**src/rtl/uart_rx_ctrl.sv**
```systemverilog
// ---------------------------------------------------------------------------
// uart_rx_ctrl -- 8N1 UART receive controller (8E1 when UART_RX_PARITY_EN is
// defined).
//
// The rx line is synchronised into rx_s. After a start bit is confirmed at its
// midpoint, each following bit is sampled one bit period later, which is again
// at mid-bit. Every data bit is presented as a one-cycle shift_en/shift_bit
// strobe for an external LSB-first shift register. A copy is also collected
// internally so a complete byte can be published on data.
//
// Optional feature macro: UART_RX_PARITY_EN
//   Defined   : a PARITY state follows DATA; even parity over data+parity.
//   Undefined : DATA goes straight to STOP (10-bit frame).
//
// Ports
//   clk        in   system clock, rising edge
//   rst_n      in   asynchronous active-low reset
//   rx         in   asynchronous serial line, idle high
//   shift_en   out  one-cycle strobe per received data bit
//   shift_bit  out  sampled bit value, valid with shift_en
//   data[7:0]  out  last good received byte
//   data_valid out  one-cycle pulse when data updates
//   frame_err  out  one-cycle pulse on bad stop (or parity) bit
//   busy       out  high whenever the receiver is not idle
// ---------------------------------------------------------------------------
module uart_rx_ctrl #(
  parameter int CLKS_PER_BIT = 434
) (
  input  logic       clk,
  input  logic       rst_n,
  input  logic       rx,
  output logic       shift_en,
  output logic       shift_bit,
  output logic [7:0] data,
  output logic       data_valid,
  output logic       frame_err,
  output logic       busy
);

  localparam int CNT_W = $clog2(CLKS_PER_BIT);
  localparam logic [CNT_W-1:0] HALF_M1 = CNT_W'(CLKS_PER_BIT / 2 - 1);
  localparam logic [CNT_W-1:0] FULL_M1 = CNT_W'(CLKS_PER_BIT - 1);

  localparam logic [2:0] IDLE   = 3'd0;
  localparam logic [2:0] START  = 3'd1;
  localparam logic [2:0] DATA   = 3'd2;
  localparam logic [2:0] STOP   = 3'd3;
  localparam logic [2:0] BREAK  = 3'd4;
  localparam logic [2:0] PARITY = 3'd5;

  logic             rx_meta_r;
  logic             rx_s;
  logic [2:0]       state_r,   state_nxt;
  logic [CNT_W-1:0] cnt_r,     cnt_nxt;
  logic [CNT_W-1:0] cnt_inc_s;
  logic [2:0]       idx_r,     idx_nxt;
  logic [7:0]       sh_r,      sh_nxt;
  logic [7:0]       data_nxt;
  logic             shift_en_nxt, shift_bit_nxt, data_valid_nxt, frame_err_nxt;

`ifdef UART_RX_PARITY_EN
  logic             par_r, par_nxt;

  // Even parity holds when data plus the parity bit contain an even number of ones.
  function automatic logic even_parity_ok(input logic [7:0] d, input logic p);
    return ~(^{d, p});
  endfunction
`endif

  assign cnt_inc_s = cnt_r + CNT_W'(1);

  // Two-flop synchroniser for the asynchronous rx line (resets to idle level).
  always_ff @(posedge clk or negedge rst_n) begin
    if (!rst_n) begin
      rx_meta_r <= 1'b1;
      rx_s      <= 1'b1;
    end else begin
      rx_meta_r <= rx;
      rx_s      <= rx_meta_r;
    end
  end

  // Next-state and next-output decode for the receive sequencer.
  always_comb begin
    state_nxt      = state_r;
    cnt_nxt        = cnt_r;
    idx_nxt        = idx_r;
    sh_nxt         = sh_r;
    data_nxt       = data;
    shift_en_nxt   = 1'b0;
    shift_bit_nxt  = 1'b0;
    data_valid_nxt = 1'b0;
    frame_err_nxt  = 1'b0;
`ifdef UART_RX_PARITY_EN
    par_nxt        = par_r;
`endif
    case (state_r)
      IDLE: begin
        cnt_nxt = {CNT_W{1'b0}};
        if (!rx_s) begin
          state_nxt = START;
        end else begin
          state_nxt = IDLE;
        end
      end
      START: begin
        // Re-check the line at mid start bit; a high level means a glitch.
        if (cnt_r == HALF_M1) begin
          cnt_nxt = {CNT_W{1'b0}};
          if (rx_s) begin
            state_nxt = IDLE;
          end else begin
            state_nxt = DATA;
          end
        end else begin
          cnt_nxt = cnt_inc_s;
        end
      end
      DATA: begin
        if (cnt_r == FULL_M1) begin
          cnt_nxt       = {CNT_W{1'b0}};
          shift_en_nxt  = 1'b1;
          shift_bit_nxt = rx_s;
          sh_nxt        = {rx_s, sh_r[7:1]};
          idx_nxt       = idx_r + 3'd1;   // wraps to 0 after bit 7
          if (idx_r == 3'd7) begin
`ifdef UART_RX_PARITY_EN
            state_nxt = PARITY;
`else
            state_nxt = STOP;
`endif
          end else begin
            state_nxt = DATA;
          end
        end else begin
          cnt_nxt = cnt_inc_s;
        end
      end
`ifdef UART_RX_PARITY_EN
      PARITY: begin
        if (cnt_r == FULL_M1) begin
          cnt_nxt   = {CNT_W{1'b0}};
          par_nxt   = rx_s;
          state_nxt = STOP;
        end else begin
          cnt_nxt = cnt_inc_s;
        end
      end
`endif
      STOP: begin
        if (cnt_r == FULL_M1) begin
          cnt_nxt = {CNT_W{1'b0}};
          if (rx_s) begin
            state_nxt = IDLE;
`ifdef UART_RX_PARITY_EN
            // A parity failure is only reported once the stop bit is seen.
            if (even_parity_ok(sh_r, par_r)) begin
              data_nxt       = sh_r;
              data_valid_nxt = 1'b1;
            end else begin
              frame_err_nxt  = 1'b1;
            end
`else
            data_nxt       = sh_r;
            data_valid_nxt = 1'b1;
`endif
          end else begin
            frame_err_nxt = 1'b1;
            state_nxt     = BREAK;
          end
        end else begin
          cnt_nxt = cnt_inc_s;
        end
      end
      BREAK: begin
        cnt_nxt = {CNT_W{1'b0}};
        if (rx_s) begin
          state_nxt = IDLE;
        end else begin
          state_nxt = BREAK;
        end
      end
      default: begin
        cnt_nxt   = {CNT_W{1'b0}};
        state_nxt = IDLE;
      end
    endcase
  end

  // State, datapath and registered output update.
  always_ff @(posedge clk or negedge rst_n) begin
    if (!rst_n) begin
      state_r    <= IDLE;
      cnt_r      <= {CNT_W{1'b0}};
      idx_r      <= 3'd0;
      sh_r       <= 8'h00;
      data       <= 8'h00;
      shift_en   <= 1'b0;
      shift_bit  <= 1'b0;
      data_valid <= 1'b0;
      frame_err  <= 1'b0;
      busy       <= 1'b0;
`ifdef UART_RX_PARITY_EN
      par_r      <= 1'b0;
`endif
    end else begin
      state_r    <= state_nxt;
      cnt_r      <= cnt_nxt;
      idx_r      <= idx_nxt;
      sh_r       <= sh_nxt;
      data       <= data_nxt;
      shift_en   <= shift_en_nxt;
      shift_bit  <= shift_bit_nxt;
      data_valid <= data_valid_nxt;
      frame_err  <= frame_err_nxt;
      // busy tracks the state being entered so it lines up with state_r.
      busy       <= (state_nxt != IDLE);
`ifdef UART_RX_PARITY_EN
      par_r      <= par_nxt;
`endif
    end
  end

endmodule

```
**config.mk**
```make
export PLATFORM = sky130hd
export DESIGN_NAME = uart_rx_ctrl
export DESIGN_NICKNAME = d
export VERILOG_FILES = /design/src/rtl/uart_rx_ctrl.sv
export SDC_FILE = /design/constraint.sdc
export NUM_CORES = 1
export LEC_CHECK = 0
export BUFFER_PORTS_ARGS = -buffer_cell sky130_fd_sc_hd__buf_4
export CAP_MARGIN = 20
export CELL_PAD_IN_SITES_DETAIL_PLACEMENT = 1
export CELL_PAD_IN_SITES_GLOBAL_PLACEMENT = 1
export CORE_ASPECT_RATIO = 1.5
export CORE_MARGIN = 3
export CORE_UTILIZATION = 50
export DETAILED_ROUTE_END_ITERATION = 6
export PLACE_DENSITY_LB_ADDON = 0.1
export SETUP_SLACK_MARGIN = 0.3
export SYNTH_ARGS = -nofsm -noshare
export SYNTH_HDL_FRONTEND = slang
export SYNTH_SLANG_ARGS = --single-unit
export TNS_END_PERCENT = 5
```
**constraint.sdc**
```tcl
create_clock -name clk -period 2.7 [get_ports clk]
set_input_delay 0.405 -clock clk [delete_from_list [all_inputs] [get_ports clk]]
set_output_delay 0.405 -clock clk [all_outputs]
set_load 0.005 [all_outputs]
```
Word level (Yosys, flattened, before mapping) --
Cells that the tools add are included.
Word-level totals: register bits after elaboration 38, bits in latches 0, bits in writable memories 0, bits in read-only memories 0, output and inout port bits 13, memories kept 0
Cells by class: add/sub/neg operators 2, multiply operators 0, divide/modulo/power cells 0, $lt $le $gt $ge 0, equal/unequal tests 7, shift operators 0, multiplexer cells 21, bitwise logic cells 0, reduce and logical (&&, ||, !) cells 5
Operator list (number):
- $mux 9 | 2
- $pmux 9 s2 | 1
- $pmux 3 s5 | 1
- $mux 1 | 12
- $mux 3 | 4
- $add 9x1->9 const B | 1
- $eq 9x8->1 const B | 1
- $eq 9x9->1 const B | 1
- $eq 3x2->1 const B | 2
- $eq 3x3->1 const B | 2
- $add 3x1->3 const B | 1
- $eq 3x1->1 const B | 1
- $logic_not 3->1 | 1
- $reduce_and 3->1 | 1
- $reduce_bool 3->1 | 1
- $mux 2 | 1
- $reduce_and 2->1 | 1
- $reduce_or 2->1 | 1

Longest topological paths before layout --
depth in word-level cells 5, gate-level depth with buffers 7

Worst setup path after synthesis --
Ideal clock, no wire load.
kind flip-flop to flip-flop, start point register cnt_r[0], end point register busy, library setup time 0.132 ns, arrival time 1.560 ns, required time 2.568 ns, setup slack 1.009 ns, cell stages (with the launch flop) 8, path buffers 1, clock period less this slack 1.691 ns, cells stage by stage dfrtp_1 inv_1 ha_1 or4b_1 nor3_2 o32a_2 buf_6 nand4_2
Between the ends: cells in the longest elaborated chain, start to end 4, elaborated cells between the ends (all ways) 7, those cells by class eq/ne: 2; mux: 4; reduce/logical: 1
Ends and longest elaborated chain:
- start, declared | RTL line 54 | logic [CNT_W-1:0] cnt_r, cnt_nxt;
- start signal, assigned | RTL line 194 | cnt_r <= {CNT_W{1'b0}};
- start signal, assigned | RTL line 208 | cnt_r <= cnt_nxt;
- $eq 9x9->1 or $eq 9x8->1 (tied branches) | RTL line 120, 151, 108
- $mux 3 (on tied branches) | RTL line 151, 108, 120
- $pmux 3 s5 * | RTL line 97 | case (state_r)
- $reduce_bool 3->1 * | RTL line 217 | busy <= (state_nxt != IDLE);
- end signal, assigned | RTL line 217
- end, declared | RTL line 37 | output logic busy
Every way passes the cells marked *; elsewhere a longest branch is shown, timed or not. A chain may end at the register's enable or synchronous reset.

Worst setup path in the final report --
Ends and elaborated chain as after synthesis.

==> metrics.md <==
| Metric | Value |
|---|---|
| Post-layout util | `61.6%` |
| Worst Setup Start Kind | `flop` |
| ANT cells | `0` |
| Cell Area, Synth | `1640 um^2` |
| CTS clk-pin slew, worst paths | `0.07 ns` |
| Max Slew Vio Count | `0` |
| Gate Count Post-Synth | `128` |
| Sequential Power Share | `58.9%` |
| Power per standard cell area | `521 nW/um^2` |
| RePlAce Congestion | `0.760` |
| Largest net degree at the start of global routing | `39` |
| Ys async rst share | `100%` |
| Post-CTS Hold Fix Bufs | `0` |
| Synth cell types | `33` |
| Slew HR | `67.5%` |
| Most common cell after layout, fill and taps aside | `dfrtp_1` |
| CP Capture Type | `flop` |
| Clock tree buffer depth | `2` |
| Drt wl/cell | `16.3 um` |
| Synthesized Nets | `136` |
| Max Cap Viol | `0` |
| Area growth from synthesis to layout | `14.1%` |
| Drt initial violations | `23` |
| Yosys reg bits | `38` |
| Avg Vias per Cell | `5.54` |
| IO Pins | `16` |
| Arrival @ worst endpoint | `2.05 ns` |
| Setup_tns | `0 ns` |
| Storage element area | `953 um^2` |
| Number of flops mapped to enable cells by yosys | `0` |
| Outcome | `finished clean` |
| Port Buffer Count | `15` |
| Max Clk Rate | `0.529 GHz` |
| Pin slew with the least headroom to its limit | `0.486 ns` |
| Std-Cell Rows | `24` |
| Switching Fraction | `19.9%` |
| Worst min path class | `input pin to asynchronous set/reset pin` |
| CTS tree | `built` |
| Logic pwr share | `1.4%` |
| Global-route wire length before repair | `5220 um` |
| Clk sinks | `38` |
| Leading cell types in the layout, fill and taps excluded | `dfrtp_1, mux2_2, buf_4` |
| Clock skew | `0.00261 ns` |
| 1st-pass router iterations | `4` |
| Final setup viols | `0` |
| Switching power | `194 uW` |
| Num CTS Buffers | `5` |
| Htree depth | `2` |
| Final net count | `155` |
| Post-Route WL | `3060 um` |
| Final Hold Vio Count | `0` |
| Power share of the clock group | `39.7%` |
| Core box area | `3030 um^2` |
| Vias in the first global route | `1105` |
| Resized cells post-CTS | `0` |
| Root Driver | `clkbuf_8` |
| Post-detailed-route DRC marker count | `0` |
| ANT nets after route | `0` |
| Crit Path Max Fanout | `10` |
| Tcrit/Tclk final | `70.0%` |
| RSZ-0062 raised after global routing | `no` |
| Pleak | `0.915 nW` |
| Crit Path Class | `flop to flop` |
| Chip width | `52.7 um` |
| Initial Utilization | `54.0%` |
| Sequential fraction of the synthesis area | `58.3%` |
| Setup Fix Bufs, Post-CTS | `0` |
| Aggregate global-route resource usage | `17.9%` |
| Tmin final | `1.89 ns` |
| Total grt overflow | `0` |
| Worst EP required | `2.86 ns` |
| Fill cells | `322` |
| Yosys warnings | `0` |
| Die height | `76.1 um` |
| Clock insertion delay at the later pin of the skew report | `0.28 ns` |
| Final HPWL DP | `2300 um` |
| P_int | `780 uW` |
| Mean post-synth cell area | `12.8 um^2` |
| Area occupied by multi-input gates | `639 um^2` |
| Initial antenna violation count | `0` |
| Via count | `1036` |
| Most used flip-flop cell after synthesis | `dfrtp_1` |
| Die area | `4010 um^2` |
| Share of cells above drive strength 1 | `32.4%` |
| Worst VDD drop | `0.390 mV` |
-- registers in the layout, summed over array words and instances, names as in the netlist, 3 cells and up --
register and flops:
idx_r 3, sh_r 8, data 8, state_r 3
cnt_r 9
-- power by group through the flow --
stage | combinational (mW) | sequential [mW] | clock (mW)
3_5_place_dp | 0.0145 | 0.585 | 0
3_3_place_gp | 0.0141 | 0.585 | 0
4_1_cts | 0.0144 | 0.574 | 0.401
6_report | 0.0135 | 0.574 | 0.387
2_1_floorplan | 0.000894 | 0.584 | 0
5_1_grt | 0.0161 | 0.573 | 0.432
-- metal layers --
layer | share of wire, % | up-vias | wire length [um] | global-route usage (%)
li1 | - | 475 | - | -
met1 | 37 | 532 | 1120 | 19.4
met2 | 57 | 21 | 1760 | 30.7
met3 | 3.4 | 8 | 104 | 4.89
met4 | 2.5 | 0 | 77 | 8.70
met5 | 0 | - | 0 | 0
-- Yosys cell counts, types with 2 or more instances --
cell	instances	area (um^2)
dfrtp_1	36	901
mux2_2	18	203
nor2_1	13	48.8
nand2_1	7	26.3
inv_1	6	22.5
ha_1	5	62.6
nand3_1	5	25.0
xnor2_1	5	43.8
a21oi_1	2	10.0
buf_2	2	10.0
dfstp_2	2	52.6
nand2b_1	2	12.5
nand4_2	2	25.0
nor2b_1	2	12.5
nor3_1	2	10.0
xor2_1	2	17.5
-- layout make-up --
class,count,area share [%]
Multi-Input combinational cell,81,34.2
Tap cell,39,2.61
Inverter,6,1.21
Sequential cell,38,51.0
Clock inverter,1,0.268
Timing Repair Buffer,15,6.03
Clock buffer,7,4.62
-- worst max-delay path, stage by stage, from the launching register on --
cell and delay, ns:
dfrtp_1 0.43, inv_1 0.08, ha_1 0.13, or4b_1 0.44
nor3_2 0.24, o32a_2 0.33, nand4_2 0.12
-- logic make-up after synthesis --
family | count (synthesis) | synth area share, %
flip-flops | 38 | 58.3
XOR/XNOR | 7 | 3.75
buffers and inverters | 9 | 2.68
multiplexers | 18 | 12.4
adder cells (fa/ha/maj) | 5 | 3.82
AND/OR/NAND/NOR | 42 | 14.9
AO/OA/AOI/OAI | 9 | 4.21
-- worst paths after layout --
check / slack [ns] / startpoint / cells after the start / endpoint
setup reg to reg: 0.81 / cnt_r[0]$_DFF_PN0_ / 6 / busy$_DFF_PN0_
min in group clk: 0.23 / rx / 1 / rx_meta_r$_DFF_PN1_
setup / recovery: 0.81 / cnt_r[0]$_DFF_PN0_ / 6 / busy$_DFF_PN0_
hold / removal: 0.07 / rst_n / 1 / state_r[0]$_DFF_PN0_
max in group asynchronous: 2.27 / rst_n / 1 / rx_meta_r$_DFF_PN1_
hold reg to reg: 0.36 / rx_meta_r$_DFF_PN1_ / 0 / rx_s$_DFF_PN1_
-- metrics by stage --
step           area, um^2  hold WS (ns)  power (mW)  instances  setup slack [ns]
6_report             1870        0.0703       0.974        187             0.809
4_1_cts              1870        0.0806       0.989        187             0.790
5_1_grt              1870        0.0984        1.02        187             0.631
3_3_place_gp         1780         0.347       0.599        179             0.808
2_1_floorplan        1640         0.109       0.585        128              1.01
3_5_place_dp         1780         0.351       0.599        179             0.801
Note: power is estimated with default switching activity, not from simulation.
